===== config.mk =====
export PLATFORM = sky130hd
export DESIGN_NAME = i2s_audio_rx
export DESIGN_NICKNAME = d
export VERILOG_FILES = /design/src/rtl/i2s_audio_rx_pkg.sv /design/src/rtl/i2s_audio_rx_sync.sv /design/src/rtl/i2s_audio_rx.sv
export SDC_FILE = /design/constraint.sdc
export NUM_CORES = 1
export LEC_CHECK = 0
export BUFFER_PORTS_ARGS = -buffer_cell sky130_fd_sc_hd__buf_2
export CAP_MARGIN = 20
export CORE_ASPECT_RATIO = 1.25
export CORE_MARGIN = 4
export CORE_UTILIZATION = 30
export DETAILED_ROUTE_END_ITERATION = 7
export PLACE_DENSITY = 0.47
export SYNTH_ARGS = -nofsm -noshare
export SYNTH_HDL_FRONTEND = slang
export SYNTH_HIERARCHICAL = 1
export SYNTH_SLANG_ARGS = --single-unit

===== constraint.sdc =====
create_clock -name clk -period 6.2 [get_ports clk]
set_input_delay 0.62 -clock clk [delete_from_list [all_inputs] [get_ports clk]]
set_output_delay 0.62 -clock clk [all_outputs]
set_load 0.05 [all_outputs]

===== src/rtl/i2s_audio_rx_pkg.sv =====
// i2s_audio_rx_pkg: shared receiver states, channel codes and bit counter width
package i2s_audio_rx_pkg;
  typedef enum logic [1:0] {S_SYNC, S_LEFT, S_RIGHT_WAIT, S_RIGHT} state_t;
  localparam logic CH_LEFT = 1'b0;
  localparam logic CH_RIGHT = 1'b1;
  localparam int CNT_W = 6;
endpackage


===== src/rtl/i2s_audio_rx_sync.sv =====
// i2s_rx_sync: two-flop synchronizers for bclk/lrclk/sdata plus bclk rise detect
module i2s_rx_sync (
  input  logic clk,
  input  logic reset,
  input  logic i2s_bclk,
  input  logic i2s_lrclk,
  input  logic i2s_sdata,
  output logic bclk_rise,
  output logic lrclk_s,
  output logic sdata_s
);
  logic [2:0] r_bclk;
  logic [1:0] r_lr;
  logic [1:0] r_sd;
  always_ff @(posedge clk or posedge reset)
    if (reset) begin
      r_bclk <= '0;
      r_lr   <= '0;
      r_sd   <= '0;
    end else begin
      r_bclk <= {r_bclk[1:0], i2s_bclk};
      r_lr   <= {r_lr[0], i2s_lrclk};
      r_sd   <= {r_sd[0], i2s_sdata};
    end
  assign bclk_rise = r_bclk[1] & ~r_bclk[2];
  assign lrclk_s   = r_lr[1];
  assign sdata_s   = r_sd[1];
endmodule


===== src/rtl/i2s_audio_rx.sv =====
// i2s_audio_rx: oversampling I2S receiver; define I2S_RX_MONO_MIX_EN for (L+R)/2 on pcm_mono
module i2s_audio_rx
  import i2s_audio_rx_pkg::*;
#(
  parameter int audio_bits = 16,
  parameter int timeout_cycles = 1024
) (
  input  logic                  clk,
  input  logic                  reset,
  input  logic                  i2s_bclk,
  input  logic                  i2s_lrclk,
  input  logic                  i2s_sdata,
  output logic [audio_bits-1:0] pcm_l,
  output logic [audio_bits-1:0] pcm_r,
  output logic [audio_bits-1:0] pcm_mono,
  output logic                  pcm_valid,
  output logic                  locked,
  output logic                  short_slot
);
  localparam int WD_W = $clog2(timeout_cycles);
  localparam logic [CNT_W-1:0] AB = CNT_W'(audio_bits);
  logic w_rise, w_lr, w_sd, w_slot_end, w_short;
  logic [CNT_W-1:0] w_shamt;
  logic [audio_bits-1:0] w_word, w_mono;
  state_t r_state;
  logic r_lr_prev;
  logic [audio_bits-1:0] r_shreg, r_hold_l;
  logic [CNT_W-1:0] r_bit_cnt;
  logic [WD_W-1:0] r_wd;
  i2s_rx_sync u_sync (
    .clk(clk), .reset(reset), .i2s_bclk(i2s_bclk), .i2s_lrclk(i2s_lrclk),
    .i2s_sdata(i2s_sdata), .bclk_rise(w_rise), .lrclk_s(w_lr), .sdata_s(w_sd)
  );
  assign w_slot_end = w_rise && (w_lr != r_lr_prev);
  assign w_short = r_bit_cnt < AB;
  assign w_shamt = w_short ? AB - r_bit_cnt : '0;
  assign w_word = r_shreg << w_shamt;
`ifdef I2S_RX_MONO_MIX_EN
  logic [audio_bits:0] w_sum;
  assign w_sum = {r_hold_l[audio_bits-1], r_hold_l} + {w_word[audio_bits-1], w_word};
  assign w_mono = w_sum[audio_bits:1];
`else
  assign w_mono = r_hold_l;
`endif
  always_ff @(posedge clk or posedge reset)
    if (reset) begin
      r_state    <= S_SYNC;
      r_lr_prev  <= 1'b0;
      r_shreg    <= '0;
      r_hold_l   <= '0;
      r_bit_cnt  <= '0;
      r_wd       <= '0;
      pcm_l      <= '0;
      pcm_r      <= '0;
      pcm_mono   <= '0;
      pcm_valid  <= 1'b0;
      locked     <= 1'b0;
      short_slot <= 1'b0;
    end else begin
      pcm_valid  <= 1'b0;
      short_slot <= 1'b0;
      if (w_rise) begin
        r_wd      <= '0;
        r_lr_prev <= w_lr;
        if (w_slot_end) begin
          // the bit on the boundary edge is already the new slot's MSB
          r_shreg    <= {{(audio_bits-1){1'b0}}, w_sd};
          r_bit_cnt  <= CNT_W'(1);
          short_slot <= (r_state != S_SYNC) && w_short;
          case (r_state)
            S_SYNC:       r_state <= (w_lr == CH_RIGHT) ? S_RIGHT_WAIT : S_LEFT;
            S_LEFT: begin
              r_hold_l <= w_word;
              r_state  <= S_RIGHT;
            end
            S_RIGHT_WAIT: r_state <= S_LEFT;
            S_RIGHT: begin
              pcm_l     <= r_hold_l;
              pcm_r     <= w_word;
              pcm_mono  <= w_mono;
              pcm_valid <= 1'b1;
              locked    <= 1'b1;
              r_state   <= S_LEFT;
            end
            default:      r_state <= S_SYNC;
          endcase
        end else begin
          if (w_short) r_shreg <= {r_shreg[audio_bits-2:0], w_sd};
          if (r_bit_cnt != '1) r_bit_cnt <= r_bit_cnt + 1'b1;
        end
      end else if (r_wd == WD_W'(timeout_cycles - 1)) begin
        r_state <= S_SYNC;
        locked  <= 1'b0;
      end else begin
        r_wd <= r_wd + 1'b1;
      end
    end
endmodule


==> results.ini, run 1 <==
[global_route]
antenna_found_initial=0
grt.overflow.total=0
grt_max_degree=47
grtUsageTotal_pct=14.0
grt_pass1_wl_mm=20.6
grt_pass1_vias=3766

[sta]
max_freq_ghz=0.292
tightest_slew_ns=1.02
rsz0062_at_grt=no
fin_skew_ns=0.00902
layout_setup_ws_ns=2.77
final_max_slew_viol_count=0
slew_headroom_pct=31.8
min_period_ns=3.43
setup_viol=0
setup_tns_ns=0
min_period_over_period_pct=55.2
hold_violations=0

[floorplanning]
dieArea_sq_um=18800
rows=52
die_h_microns=152
core_area_sq_um=16300
start_util_pct=30.7
die_w_microns=123
pin_count=56

[setup_path]
path_cells=nor2b_4 > and2_1 > nand3_2 > inv_2 > mux2_2
critPathTopFamily=simple AND/OR/NAND/NOR gates
slowest_stage=and2_1
startpoint_type=register
cp_data_required_time_ns=6.43
cp_max_fo=31
critPathArrivalTime_ns=3.66
max_stage_delay_ns=0.75
critPathBufInv=1
worstSetupEndpointType=register
criticalPathCategory=register to register
ff2ff_setup_slack_ns=2.77

[pwr]
power.total_mw=2.87
power_density_nw_per_um2=516
vdd_drop_max_uv=137
leakagePower_nw=2.60

[yosys]
avgSynthCellArea_sq_um=9.24
async_reset_ff_share_pct=100
synth_xor_area_share_pct=1.91
ys_warn_count=6
synth-edff-count=0
synth_seq_cells=93
synthAdderAreaFrac_pct=0.753
synthCells=540
ys_seq_area_share_pct=46.7
synth-simple-area-share_pct=21.1
ys_types=76
synthMuxAreaShare_pct=5.44
synth_nets=548
synth_area_sq_um=4990
synth_compound_area_share_pct=17.0
synth_top_family_by_area=simple AND/OR/NAND/NOR gates
ys.flop_type=dfrtp_1

[clocking]
cts-hold-fix-buffers=0
cts-root-buf=clkbuf_16
htree_levels=3
clk_pin_slew_ns=0.07
cts_tree=done
clock-sinks=93
clk_latency_ns=0.35
cts_made_buffers=9
post_cts_resize_count=0
clockBufferDepth=2
cts_setup_buffers=0

[detailed_routing]
vias=3948
route.detailed.drc=0
dr.pass1.iters=4
drtIter0Drc=228
ant_nets=0
totalWireLength_mm=12.9
wire_per_inst_microns=16.5
post_drt_via_cell_ratio=5.05

[place]
globalplace.congestion=0.895
place_area_sq_um=5240
dp_slack_ns=2.64
dp_hpwl_mm=9.28
place.port_buffers=55

[min_path]
hold_class=primary input to async pin

[layout]
syn_to_final_growth_pct=11.6
final_util_pct=34.2
drive_above_1_share_pct=20.3
num_antenna_cells=0
nNetsFinal=569
design_area_sq_um=5560

[outcome]
status=finished clean

[run]
max-cap-violations=0

-- cell usage after synthesis, types with 5 or more instances --
cell type	number	share of area [%]
nand3_1	6	0.60
dfrtp_1	93	47
o21ai_0	25	2.5
mux2i_1	8	1.6
nand2_1	116	8.7
buf_4	23	3.5
nand4_1	8	1.0
mux2_2	17	3.8
nor2_1	36	2.7
nor3_1	9	0.90
o31ai_1	8	1.2
a31oi_1	7	0.88
a21oi_1	42	4.2
or3_1	5	0.63
clkbuf_1	8	0.60
inv_1	10	0.75
buf_2	13	1.3
xor2_1	7	1.2
o21ai_1	9	0.90
-- logic make-up after synthesis --
group	Yosys count
xor+xnor	10
compound gates	130
buf+inv	59
flops	93
fa+ha+maj	3
mux	25
simple gates	220
-- stage by stage --
stage | instances | hold slack, ns
2_1_floorplan | 540 | 0.331
3_3_place_gp | 765 | 0.335
3_5_place_dp | 765 | 0.335
4_1_cts | 781 | 0.191
5_1_grt | 782 | 0.214
6_report | 782 | 0.193
-- layout by cell type (no fill, tap or decap), types with 3 or more instances in the layout --
master | synthesis | routed
a211oi_1 | 4 | 4
a211oi_2 | 3 | 3
a21oi_1 | 42 | 42
a31oi_1 | 7 | 7
and2_1 | 3 | 3
buf_2 | 13 | 55
clkbuf_16 | 0 | 9
dfrtp_1 | 93 | 93
ha_1 | 3 | 3
inv_1 | 10 | 9
mux2_2 | 17 | 17
mux2i_1 | 8 | 8
nand2_1 | 116 | 116
nand2b_1 | 3 | 3
nand3_1 | 6 | 6
nand4_1 | 8 | 8
nor2_1 | 36 | 36
nor2b_1 | 4 | 4
nor3_1 | 9 | 9
o21ai_0 | 25 | 25
o21ai_1 | 9 | 9
o31ai_1 | 8 | 8
or3_1 | 5 | 5
xor2_1 | 7 | 7
-- metal layers --
metal	global-route usage (%)	vias up	wire length, microns
met4	5.70	0	333
met5	0	-	0
met2	22.0	93	6180
met1	18.8	1908	5840
met3	2.64	21	540
li1	-	1926	-
-- registers in the layout (all words and copies together) (netlist names) --
register	count
u_sync/r_bclk	3
pcm_valid	1
r_lr_prev	1
r_bit_cnt	6
u_sync/r_lr	2
u_sync/r_sd	2
locked	1
short_slot	1
r_hold_l	16
r_shreg	16
r_state	2
pcm_mono	16
r_wd	10
pcm_r	16
-- area by class of cell --
class	instances	area, sq um
fillers	1702	10700
well taps	216	270
clock buffers	11	253
clock inverters	5	63.8
repair buffers	58	302
flip-flops and latches	93	2330
inverters	11	42.5
multi-input cells	388	2310
-- final timing paths --
check	endpoint	cells after the start	from
min in group clk	u_sync/r_sd[1]	0	u_sync/r_sd[0]
worst min-delay path	u_sync/r_sd[0]	2	reset
worst max-delay path	pcm_r[1]	5	u_sync/r_bclk[2]
worst min register to register	u_sync/r_sd[1]	0	u_sync/r_sd[0]
worst max register to register	pcm_r[1]	5	u_sync/r_bclk[2]
max in group asynchronous	pcm_r[1]	3	reset
-- power by group --
group | internal (mW) | total, mW | leakage [nW] | switching (mW)
Combinational | 0.438 | 1.44 | 1.22 | 1.00
Sequential | 0.738 | 0.847 | 1.23 | 0.109
Clock | 0.338 | 0.586 | 0.153 | 0.248
No activity file was read; power rests on OpenSTA's default activity.
==> inputs of run 2 (changes only) <==
- PLACE_DENSITY: 0.47 -> 0.49
- clock period: 6.2 -> 3.1 ns (I/O delays scaled with it)
==> run 2 against run 1 <==
  * Non-clock buffer count rose by 12
  * Hold slack got worse by 0.13 ns
  * Clock skew down 0.00096 ns
  * First-iteration DRC count is 47% higher
  * Power is 100% higher
  * Register-to-register slack lost 2.3 ns
  * Flip-flop and latch count stayed put
  * Wire length up 2.6%
  * Worst setup slack lost 2.3 ns
  * Design area rose by 2.2%
  * Highest routed layer unchanged
==> results.ini, run 2 (same netlist as run 1, synthesis figures left out) <==
[outcome]
status=finished clean  ; unchanged

[detailed_routing]
totalWireLength_mm=13.2  ; was 12.9 mm
dr.pass1.iters=5  ; was 4
post_drt_via_cell_ratio=5.01  ; was 5.05
ant_nets=0  ; unchanged
vias=3975  ; was 3,948
route.detailed.drc=0  ; unchanged
drtIter0Drc=336  ; was 228
wire_per_inst_microns=16.7  ; was 16.5 microns

[setup_path]
cp_data_required_time_ns=3.30  ; was 6.43 ns
cpMostUsedCell=o21ai_0
max_stage_delay_ns=0.55  ; was 0.75 ns
r2r_start=r_bit_cnt[1]  ; was u_sync/r_bclk[2]
criticalPathCategory=register to register  ; unchanged
rr_worst_depth=7  ; was 5
slowest_stage=dfrtp_1  ; was and2_1
worstSetupEndpointType=register  ; unchanged
critPathTopFamily=compound AO/OA/AOI/OAI gates  ; was simple AND/OR/NAND/NOR gates
critPathBufInv=1  ; unchanged
startpoint_type=register  ; unchanged
cp_max_fo=15  ; was 31
critPathLaunch=r_bit_cnt[1]  ; was u_sync/r_bclk[2]
worst-path-stages=7  ; was 5
critPathArrivalTime_ns=2.84  ; was 3.66 ns
path_cells=inv_1 > ha_1 > mux2_2 > o21ai_0 > nor3_1 > o21ai_0 > a31oi_1  ; was nor2b_4 > and2_1 > nand3_2 > inv_2 > mux2_2

[pwr]
vdd_drop_max_uv=285  ; was 137 uV
leakagePower_nw=2.67  ; was 2.60 nW
power_density_nw_per_um2=1030  ; was 516 nW/um^2

[clocking]
cts_made_buffers=9  ; unchanged
clock-sinks=93  ; unchanged
clk_latency_ns=0.35  ; about the same
cts-hold-fix-buffers=1  ; was 0
htree_levels=3  ; unchanged
clk_pin_slew_ns=0.07  ; about the same
cts_setup_buffers=0  ; unchanged
cts_tree=done  ; unchanged
cts-root-buf=clkbuf_16  ; unchanged
post_cts_resize_count=0  ; unchanged
clockBufferDepth=2  ; unchanged

[global_route]
grt_max_degree=42  ; was 47
grtUsageTotal_pct=14.7  ; was 14.0%
grt_pass1_vias=3914  ; was 3,766
grt.overflow.total=0  ; unchanged
grt_pass1_wl_mm=21.6  ; was 20.6 mm
antenna_found_initial=0  ; unchanged

[place]
dp.cells=777  ; was 765
place.port_buffers=55  ; unchanged
dp_slack_ns=0.454  ; was 2.64 ns
globalplace.congestion=0.921  ; was 0.895
place_area_sq_um=5330  ; was 5240 sq um
dp_hpwl_mm=9.81  ; was 9.28 mm

[layout]
nNetsFinal=581  ; was 569
syn_to_final_growth_pct=14.0  ; was 11.6%
fillCellCount=1687  ; was 1,702
num_antenna_cells=0  ; unchanged
final_cell_mix=nand2_1, dfrtp_1, buf_2, a21oi_1, nor2_1  ; unchanged
final_common_cell=nand2_1  ; unchanged
drive_above_1_share_pct=21.6  ; was 20.3%
final_util_pct=34.9  ; was 34.2%
fin_cells=794  ; was 782
design_area_sq_um=5680  ; was 5560 sq um

[min_path]
hold_class=primary input to register  ; was primary input to async pin
worstHoldStart=i2s_sdata
whs_path_depth=1

[sta]
setup_viol=0  ; unchanged
max_freq_ghz=0.379  ; was 0.292 GHz
tightest_slew_ns=0.756  ; was 1.02 ns
setup_tns_ns=0  ; unchanged
rsz0062_at_grt=no  ; unchanged
fin_skew_ns=0.00806  ; was 0.00902 ns
min_period_over_period_pct=85.2  ; was 55.2%
layout_setup_ws_ns=0.460  ; was 2.77 ns
final_max_slew_viol_count=0  ; unchanged
min_period_ns=2.64  ; was 3.43 ns
hold_violations=0  ; unchanged
slew_headroom_pct=49.6  ; was 31.8%

[floorplanning]
die_h_microns=152  ; unchanged
start_util_pct=30.7  ; unchanged
pin_count=56  ; unchanged
core_area_sq_um=16300  ; unchanged
rows=52  ; unchanged
die_w_microns=123  ; unchanged
dieArea_sq_um=18800  ; unchanged

[run]
max-cap-violations=0  ; unchanged

run 2: power by group:
| part | switching (mW) | internal, mW |
|---|---|---|
| Clock | 0.474 | 0.798 |
| Sequential | 0.225 | 1.48 |
| Combinational | 1.98 | 0.920 |
| Total | 2.68 | 3.19 |
run 2: through the flow:
| step | hold WS (ns) | total power, mW |
|---|---|---|
| final | 0.0683 | 5.88 |
| after global routing | 0.0553 | 6.25 |
| after CTS | 0.0542 | 5.94 |
| after detailed placement | 0.265 | 4.64 |
| after global placement | 0.266 | 4.64 |
| after floorplan | 0.113 | 4.01 |
run 2: layout make-up:
cell class,count,area [sq um],area share (%)
Clock inverter,6,119,2.09
Timing Repair Buffer,70,390,6.87
Clock buffer,10,229,4.03
Tap cell,216,270,4.75
Inverter,11,42.5,0.748
Multi-Input combinational cell,388,2310,40.6
Sequential cell,93,2330,40.9
run 2: worst register-to-register path, cell delays in order (launching register included):
cell and delay [ns]:
dfrtp_1 0.55, inv_1 0.08, ha_1 0.54, mux2_2 0.38, o21ai_0 0.39, nor3_1 0.13, o21ai_0 0.29, a31oi_1 0.14
run 2: metal layers:
| metal | vias to the layer above | routed length, microns | GRT usage [%] |
|---|---|---|---|
| li1 | 1946 | - | - |
| met2 | 108 | 6440 | 23.3 |
| met1 | 1892 | 5640 | 18.6 |
| met4 | 0 | 571 | 7.86 |
| met3 | 29 | 585 | 2.90 |
| met5 | - | 0 | 0 |
run 2: final timing paths:
check | endpoint | slack, ns
max | pcm_r[13] | 0.46
min | u_sync/r_sd[0] | 0.07
max reg2reg | pcm_r[13] | 0.46
min reg2reg | u_sync/r_bclk[1] | 0.35
max in group asynchronous | r_bit_cnt[5] | 1.70
min in group asynchronous | u_sync/r_lr[0] | 0.44
